`src/rtl/imm_decode_stage.sv`:
```
// Instruction immediate decode stage: decodes format/immediate on entry and
// buffers results in a 2-entry skid buffer (main + skid) with a saturating illegal counter.
module imm_decode_stage #(
  parameter int XLEN  = 32,
  parameter int CNT_W = 16
) (
  input  logic             clk,
  input  logic             reset,
  input  logic             flush,
  input  logic             in_valid,
  output logic             in_ready,
  input  logic [31:0]      in_ir,
  input  logic [XLEN-1:0]  in_pc,
  output logic             out_valid,
  input  logic             out_ready,
  output logic [31:0]      out_ir,
  output logic [XLEN-1:0]  out_pc,
  output logic [XLEN-1:0]  out_imm,
  output logic [2:0]       out_fmt,
  output logic             out_illegal,
  output logic [CNT_W-1:0] illegal_count
);

  // state | meaning
  // EMPTY | no entry held, out_valid low
  // ONE   | main register holds the head entry
  // FULL  | main holds head, skid holds the next entry; upstream stalled
  typedef enum logic [1:0] {EMPTY, ONE, FULL} state_t;

  typedef struct packed {
    logic [31:0]     ir;
    logic [XLEN-1:0] pc;
    logic [XLEN-1:0] imm;
    logic [2:0]      fmt;
  } entry_t;

  localparam logic [2:0] FMT_R = 3'd0, FMT_I = 3'd1, FMT_S = 3'd2, FMT_B = 3'd3,
                         FMT_U = 3'd4, FMT_J = 3'd5, FMT_ILL = 3'd7;

  state_t         state_q, state_d;
  entry_t         main_q, main_d, skid_q, skid_d, dec;
  logic [CNT_W-1:0] cnt_q, cnt_d;
  logic [31:0]    imm32;
  logic           accept, drain;

  always_comb begin
    imm32   = '0;
    dec.ir  = in_ir;
    dec.pc  = in_pc;
    dec.fmt = FMT_ILL;
    if (in_ir[1:0] == 2'b11) begin
      case (in_ir[6:0])
        7'b0110011: dec.fmt = FMT_R;
        7'b0010011, 7'b0000011, 7'b1100111, 7'b0001111, 7'b1110011: begin
          dec.fmt = FMT_I;
          imm32   = {{20{in_ir[31]}}, in_ir[31:20]};
        end
        7'b0100011: begin
          dec.fmt = FMT_S;
          imm32   = {{20{in_ir[31]}}, in_ir[31:25], in_ir[11:7]};
        end
        7'b1100011: begin
          dec.fmt = FMT_B;
          imm32   = {{19{in_ir[31]}}, in_ir[31], in_ir[7], in_ir[30:25], in_ir[11:8], 1'b0};
        end
        7'b0110111, 7'b0010111: begin
          dec.fmt = FMT_U;
          imm32   = {in_ir[31:12], 12'b0};
        end
        7'b1101111: begin
          dec.fmt = FMT_J;
          imm32   = {{11{in_ir[31]}}, in_ir[31], in_ir[19:12], in_ir[20], in_ir[30:21], 1'b0};
        end
        default: dec.fmt = FMT_ILL;
      endcase
    end
    // every 32-bit immediate is already sign-correct at bit 31, so widen by sign
    dec.imm = XLEN'($signed(imm32));
  end

  assign in_ready = !reset && (state_q != FULL);
  assign accept   = in_valid && in_ready;
  assign drain    = (state_q != EMPTY) && out_ready;

  always_comb begin
    state_d = state_q;
    main_d  = main_q;
    skid_d  = skid_q;
    cnt_d   = cnt_q;
    case (state_q)
      EMPTY: if (accept) begin
        main_d  = dec;
        state_d = ONE;
      end
      ONE: begin
        if (accept && drain) begin
          main_d = dec;
        end else if (accept) begin
          skid_d  = dec;
          state_d = FULL;
        end else if (drain) begin
          state_d = EMPTY;
        end
      end
      FULL: if (drain) begin
        main_d  = skid_q;
        state_d = ONE;
      end
      default: state_d = EMPTY;
    endcase
    if (accept && dec.fmt == FMT_ILL && cnt_q != {CNT_W{1'b1}})
      cnt_d = cnt_q + 1'b1;
    // flush discards held entries and the offered word, leaving the counter alone
    if (flush) begin
      state_d = EMPTY;
      main_d  = main_q;
      skid_d  = skid_q;
      cnt_d   = cnt_q;
    end
  end

  always_ff @(posedge clk) begin
    if (reset) begin
      state_q <= EMPTY;
      main_q  <= '0;
      skid_q  <= '0;
      cnt_q   <= '0;
    end else begin
      state_q <= state_d;
      main_q  <= main_d;
      skid_q  <= skid_d;
      cnt_q   <= cnt_d;
    end
  end

  assign out_valid     = (state_q != EMPTY);
  assign out_ir        = main_q.ir;
  assign out_pc        = main_q.pc;
  assign out_imm       = main_q.imm;
  assign out_fmt       = main_q.fmt;
  assign out_illegal   = (main_q.fmt == FMT_ILL);
  assign illegal_count = cnt_q;

endmodule
```
`config.mk`:
```
export PLATFORM = sky130hd
export DESIGN_NAME = imm_decode_stage
export DESIGN_NICKNAME = d
export VERILOG_FILES = /design/src/rtl/imm_decode_stage.sv
export SDC_FILE = /design/constraint.sdc
export NUM_CORES = 1
export LEC_CHECK = 0
export ABC_AREA = 1
export BUFFER_PORTS_ARGS = -buffer_cell sky130_fd_sc_hd__buf_2
export CAP_MARGIN = 10
export CORE_MARGIN = 1
export CORE_UTILIZATION = 40
export DETAILED_ROUTE_END_ITERATION = 8
export PLACE_DENSITY = 0.65
export SLEW_MARGIN = 20
export SYNTH_ARGS = -nofsm -noshare
export SYNTH_HDL_FRONTEND = slang
export SYNTH_SLANG_ARGS = --single-unit
```
`constraint.sdc`:
```
create_clock -name clk -period 5.05 [get_ports clk]
set_input_delay 1.01 -clock clk [delete_from_list [all_inputs] [get_ports clk]]
set_output_delay 1.01 -clock clk [all_outputs]
set_load 0.005 [all_outputs]
```
== After elaboration in Yosys (flattened, before gate mapping) ==
Index checks and enable logic that the tools add are counted.

* Register bits after elaboration: 216
* Input port bits: 69
* Output and inout bits: 118
* Word-level logic and storage cells: 67

* Add/sub/neg operators: 1
* Eq/ne operators: 23
* Multiplexer cells: 14
* Bitwise logic cells: 2
* Reductions and logical operators: 17

{| class="wikitable"
|+ Operators by type and width
! cell !! count
|-
| $mux 99 || 3
|-
| $pmux 99 s3 || 1
|-
| $pmux 32 s5 || 1
|-
| $mux 32 || 1
|-
| $eq 7x7->1 const B || 4
|-
| $eq 7x6->1 const B || 3
|-
| $pmux 3 s6 || 1
|-
| $add 16x1->16 const B || 1
|-
| $ne 16x16->1 const B || 1
|-
| $eq 7x5->1 const B || 2
|-
| $mux 2 || 5
|-
| $ne 2x2->1 const B || 5
|-
| $reduce_and 4->1 || 2
|-
| $eq 7x2->1 const B || 1
|-
| $eq 7x4->1 const B || 1
|-
| $eq 3x3->1 const B || 2
|-
| $logic_and 1x1->1 || 6
|-
| $pmux 2 s3 || 1
|-
| $reduce_and 5->1 || 1
|-
| $reduce_or 5->1 || 1
|-
| $eq 2x2->1 const B || 2
|-
| $reduce_or 2->1 || 2
|-
| $mux 3 || 1
|-
| $ne 3x3->1 const B || 1
|-
| other kinds (7) || 8
|}

== Logic depth before layout (Yosys ltp) ==
* Depth after elaboration: 8
* Depth in mapped cells: 13
* Depth with buffers taken out: 11

== Worst setup path before layout ==
OpenSTA, ideal clock, no wires.

* Kind: input -> output
* Start: in reset
* End: out in_ready
* Arrival: 1.522 ns
* Required time: 4.040 ns
* Slack: 2.518 ns
* Stages on the path: 3
* Buffers on the path: 2
* Cell sequence: buf_2 -> clkbuf_1 -> nor2_1

* Word-level cells in the longest chain between the ends: 2

{| class="wikitable"
|+ Ends and longest elaborated chain
! what !! line !! RTL
|-
| from (decl) || 8 || <nowiki>input logic reset,</nowiki>
|-
| $logic_not 1->1 || 81 || <nowiki>assign in_ready = !reset && (state_q != FULL);</nowiki>
|-
| $logic_and 1x1->1 || 81 ||
|-
| to (decl) || 11 || <nowiki>output logic in_ready,</nowiki>
|}

Every way passes these cells.

== Final worst setup path ==
* Start: reg state_q[0]
* End: out in_ready

* Word-level cells in the longest chain between the ends: 2

{| class="wikitable"
|+ Ends and longest elaborated chain
! what !! line !! RTL
|-
| from (decl) || 40 || <nowiki>state_t state_q, state_d;</nowiki>
|-
| from (signal assigned) || 129 || <nowiki>state_q <= state_d;</nowiki>
|-
| $ne 2x2->1 || 81 ||
|-
| $logic_and 1x1->1 || 81 ||
|}

Every way passes these cells.

==> flow_metrics.env <==
export IMPL_wl_per_cell_um=13.7
export IMPL_drive_gt1_share_pct=17.3
export IMPL_drc=0
export IMPL_fp_dieArea_sq_um=24600
export IMPL_tritoncts="built"
export IMPL_postRouteAntennaNets=0
export IMPL_pwr_share_comb_pct=8.4
export IMPL_fill_cells=2351
export IMPL_syn_area_sq_um=9580
export IMPL_finalCritPeriodShare_pct=60.5
export IMPL_io_buffers=186
export IMPL_cts_setup_buffers=0
export IMPL_drtIter0Drc=515
export IMPL_clkSlewWorstSetupHoldPaths_ns=0.06
export IMPL_cellPowerDensity_nw_per_um2=340
export IMPL_io_pins=187
export IMPL_nets=1564
export IMPL_seq_area_frac_synth_pct=45.1
export IMPL_synth_top_cell_area_share_pct=45.1
export IMPL_setup_tns_ns=0
export IMPL_rows=56
export IMPL_worst_pin_slew_ns=1.04
export IMPL_grt_remaining_overflow=0
export IMPL_avgSynthCellArea_sq_um=7.01
export IMPL_place_congestion=0.847
export IMPL_rsz0062_at_grt="false"
export IMPL_ys_ff_latch=216
export IMPL_routed_via_density=4.89
export IMPL_ys_top_cells_by_area="dfxtp_1 45%, o21ai_0 14%, a21oi_1 10%"
export IMPL_min_period_ns=3.05
export IMPL_synth_top_family_by_area="compound AO/OA/AOI/OAI gates"
export IMPL_synthCells=1367
export IMPL_cp_arrival_ns=2.04
export IMPL_grt_pass1_wl_mm=40.1
export IMPL_dp_cells=1786
export IMPL_hold_class="flip-flop to flip-flop"
export IMPL_clockRootBuffer="clkbuf_16"
export IMPL_dr_pass1_iters=5
export IMPL_power_switching_mw=0.935
export IMPL_finalHoldViolations=0
export IMPL_fin_skew_ns=0.00940
export IMPL_seq_area_sq_um=4320
export IMPL_die_height_um=157
export IMPL_fmax_mhz=328
export IMPL_max_clock_path_buffers=3
export IMPL_cts_inserted_buffers=25
export IMPL_cp_max_fo=67
export IMPL_p_leak_nw=5.19
export IMPL_synth_compound_area_share_pct=24.1
export IMPL_max_stage_delay_ns=0.46
export IMPL_intPower_mw=2.94
export IMPL_seqPwrFrac_pct=46.3
export IMPL_swShare_pct=24.1
export IMPL_grt_max_degree=115
export IMPL_synthArstFlopShare_pct=0
export IMPL_yosys_most_used_dff="dfxtp_1"
export IMPL_required_ns=4.04
export IMPL_crit_family="buffers and inverters"
export IMPL_coreArea_sq_um=23500
export IMPL_synth_edf_count=0
export IMPL_synth_xor_xnor_area_share_pct=1.19
export IMPL_whs_ns=0.445
export IMPL_htreeDepth=1
export IMPL_crit_chain="inv_2, nand2_4, clkinv_1, buf_4, nor2_1, buf_2"
export IMPL_cts_resized=0
export IMPL_yosysTopAreaCell="dfxtp_1"
export IMPL_path_class="flip-flop to output port"
export IMPL_vias=8954
export IMPL_maxSlewHeadroom_pct=30.7
export IMPL_cap_viol_max_count=0
export IMPL_hpwl_mm=15.4
export IMPL_synth_simple_area_share_pct=18.5
export IMPL_crit_slowest_cell="nand2_4"
export IMPL_cts_sinks=216
export IMPL_yosysWarnings=0
export IMPL_multiInputGateArea_sq_um=4220
export IMPL_cts_hold_buf=0
export IMPL_power_mw=3.87
export IMPL_setup_viol=0
export IMPL_insertion_delay_ns=0.51
export IMPL_slew_viol_final=0
export IMPL_irDropWorstVdd_uv=200
export IMPL_synthAdderAreaFrac_pct=0.131
export IMPL_synthMuxAreaShare_pct=0
export IMPL_routed_wl_mm=25.0
export IMPL_grtUsageTotal_pct=19.9
export IMPL_synth_nets=1437
export IMPL_grt_pass1_vias=7970
export IMPL_antenna_found_initial=1
export IMPL_fin_cells=1832
export IMPL_crit_path_start_kind="flip-flop"
export IMPL_die_width_um=157
export IMPL_floorplan_initialDensity_pct=40.8
export IMPL_status="finished clean"
export IMPL_end_kind="output port"
export IMPL_clockPowerShare_pct=45.3
export IMPL_cp_num_buf_inv=4
export IMPL_yosysUniqueCellTypes=33
export IMPL_syn_to_final_growth_pct=18.7
[cell families after synthesis]
family | after synthesis
adder cells (fa/ha/maj) | 1
AND/OR/NAND/NOR | 414
flip-flops | 216
AO/OA/AOI/OAI | 460
buffers and inverters | 263
XOR/XNOR | 13
[cells in the final DEF, fill, tap and decap left out, types with 5 or more instances in the layout]
| master | n |
|---|---|
| buf_4 | 7 |
| inv_2 | 6 |
| o21ai_0 | 261 |
| a21oi_1 | 193 |
| nand4_1 | 18 |
| buf_2 | 186 |
| clkinv_2 | 5 |
| nor3_1 | 9 |
| xor2_1 | 8 |
| clkbuf_16 | 25 |
| clkbuf_8 | 6 |
| nand3_1 | 13 |
| inv_1 | 160 |
| xnor2_1 | 5 |
| clkbuf_1 | 6 |
| nand2_1 | 195 |
| nor2_1 | 155 |
| dfxtp_1 | 216 |
[sequential cells by signal, summed over array words and instances (netlist names)]
register       flops
illegal_count     16
out_imm           32
out_ir            32
out_pc            32
state_q            2
skid_q            99
out_fmt            3
[cell usage after synthesis, types with 2 or more instances]
master / count
o21ai_0: 261
dfxtp_1: 216
nand2_1: 195
a21oi_1: 193
inv_1: 160
nor2_1: 155
clkbuf_1: 59
buf_2: 19
nand4_1: 18
nand3_1: 13
nor3_1: 9
buf_1: 8
xor2_1: 8
inv_2: 6
nand2_2: 5
xnor2_1: 5
buf_4: 4
nor2_2: 4
o21ai_1: 4
buf_6: 3
nand3_4: 3
nand4_2: 3
nor2_4: 3
clkinv_1: 2
inv_4: 2
nand2_4: 2
[path summary, 6_finish.rpt]
kind                 to  slack, ns       start  depth (start not counted)
max            in_ready       2.00  state_q[0]                          6
min          skid_q[55]       0.44  skid_q[55]                          2
max reg2reg  out_fmt[0]       2.36  state_q[0]                         10
min reg2reg  skid_q[55]       0.44  skid_q[55]                          2
[metrics by stage]
step | utilization, % | worst slack [ns] | area, sq um
4_1_cts | 48.5 | 1.96 | 11400
6_report | 48.5 | 2.00 | 11400
3_5_place_dp | 45.0 | 1.71 | 10600
2_1_floorplan | - | 2.52 | 9580
5_1_grt | 48.5 | 1.83 | 11400
3_3_place_gp | 45.0 | 1.77 | 10600
[area by class of cell]
class	count	share of cell area (%)
sequential	216	38.0
multi-input combinational	888	37.1
timing repair buffer	193	8.64
clock buffer	37	6.42
inverter	170	5.65
tap	319	3.51
clock inverter	8	0.627
antenna	1	0.0220
[metal layers]
| metal | GRT usage [%] | vias up | wire length [um] |
|---|---|---|---|
| met5 | 0 | - | 0 |
| met4 | 3.73 | 0 | 245 |
| met3 | 3.18 | 18 | 1240 |
| met2 | 33.2 | 211 | 11600 |
| met1 | 27.0 | 4050 | 11900 |
| li1 | - | 4675 | - |
[worst register-to-register path: cells and delay by family (launching register included)]
family	cells	cell delay, ns
AO/OA/AOI/OAI	2	0.37
AND/OR/NAND/NOR	5	0.97
flip-flops	1	0.32
buffers and inverters	3	0.97
[power groups by stage]
stage / logic [mW] / registers (mW) / clock network, mW
final: 0.325 / 1.80 / 1.75
after global routing: 0.374 / 1.80 / 1.87
after CTS: 0.328 / 1.80 / 1.79
after detailed placement: 0.326 / 1.83 / 0
after global placement: 0.322 / 1.83 / 0
after floorplan: 0.184 / 1.83 / 0
(Power assumes the default switching activity.)
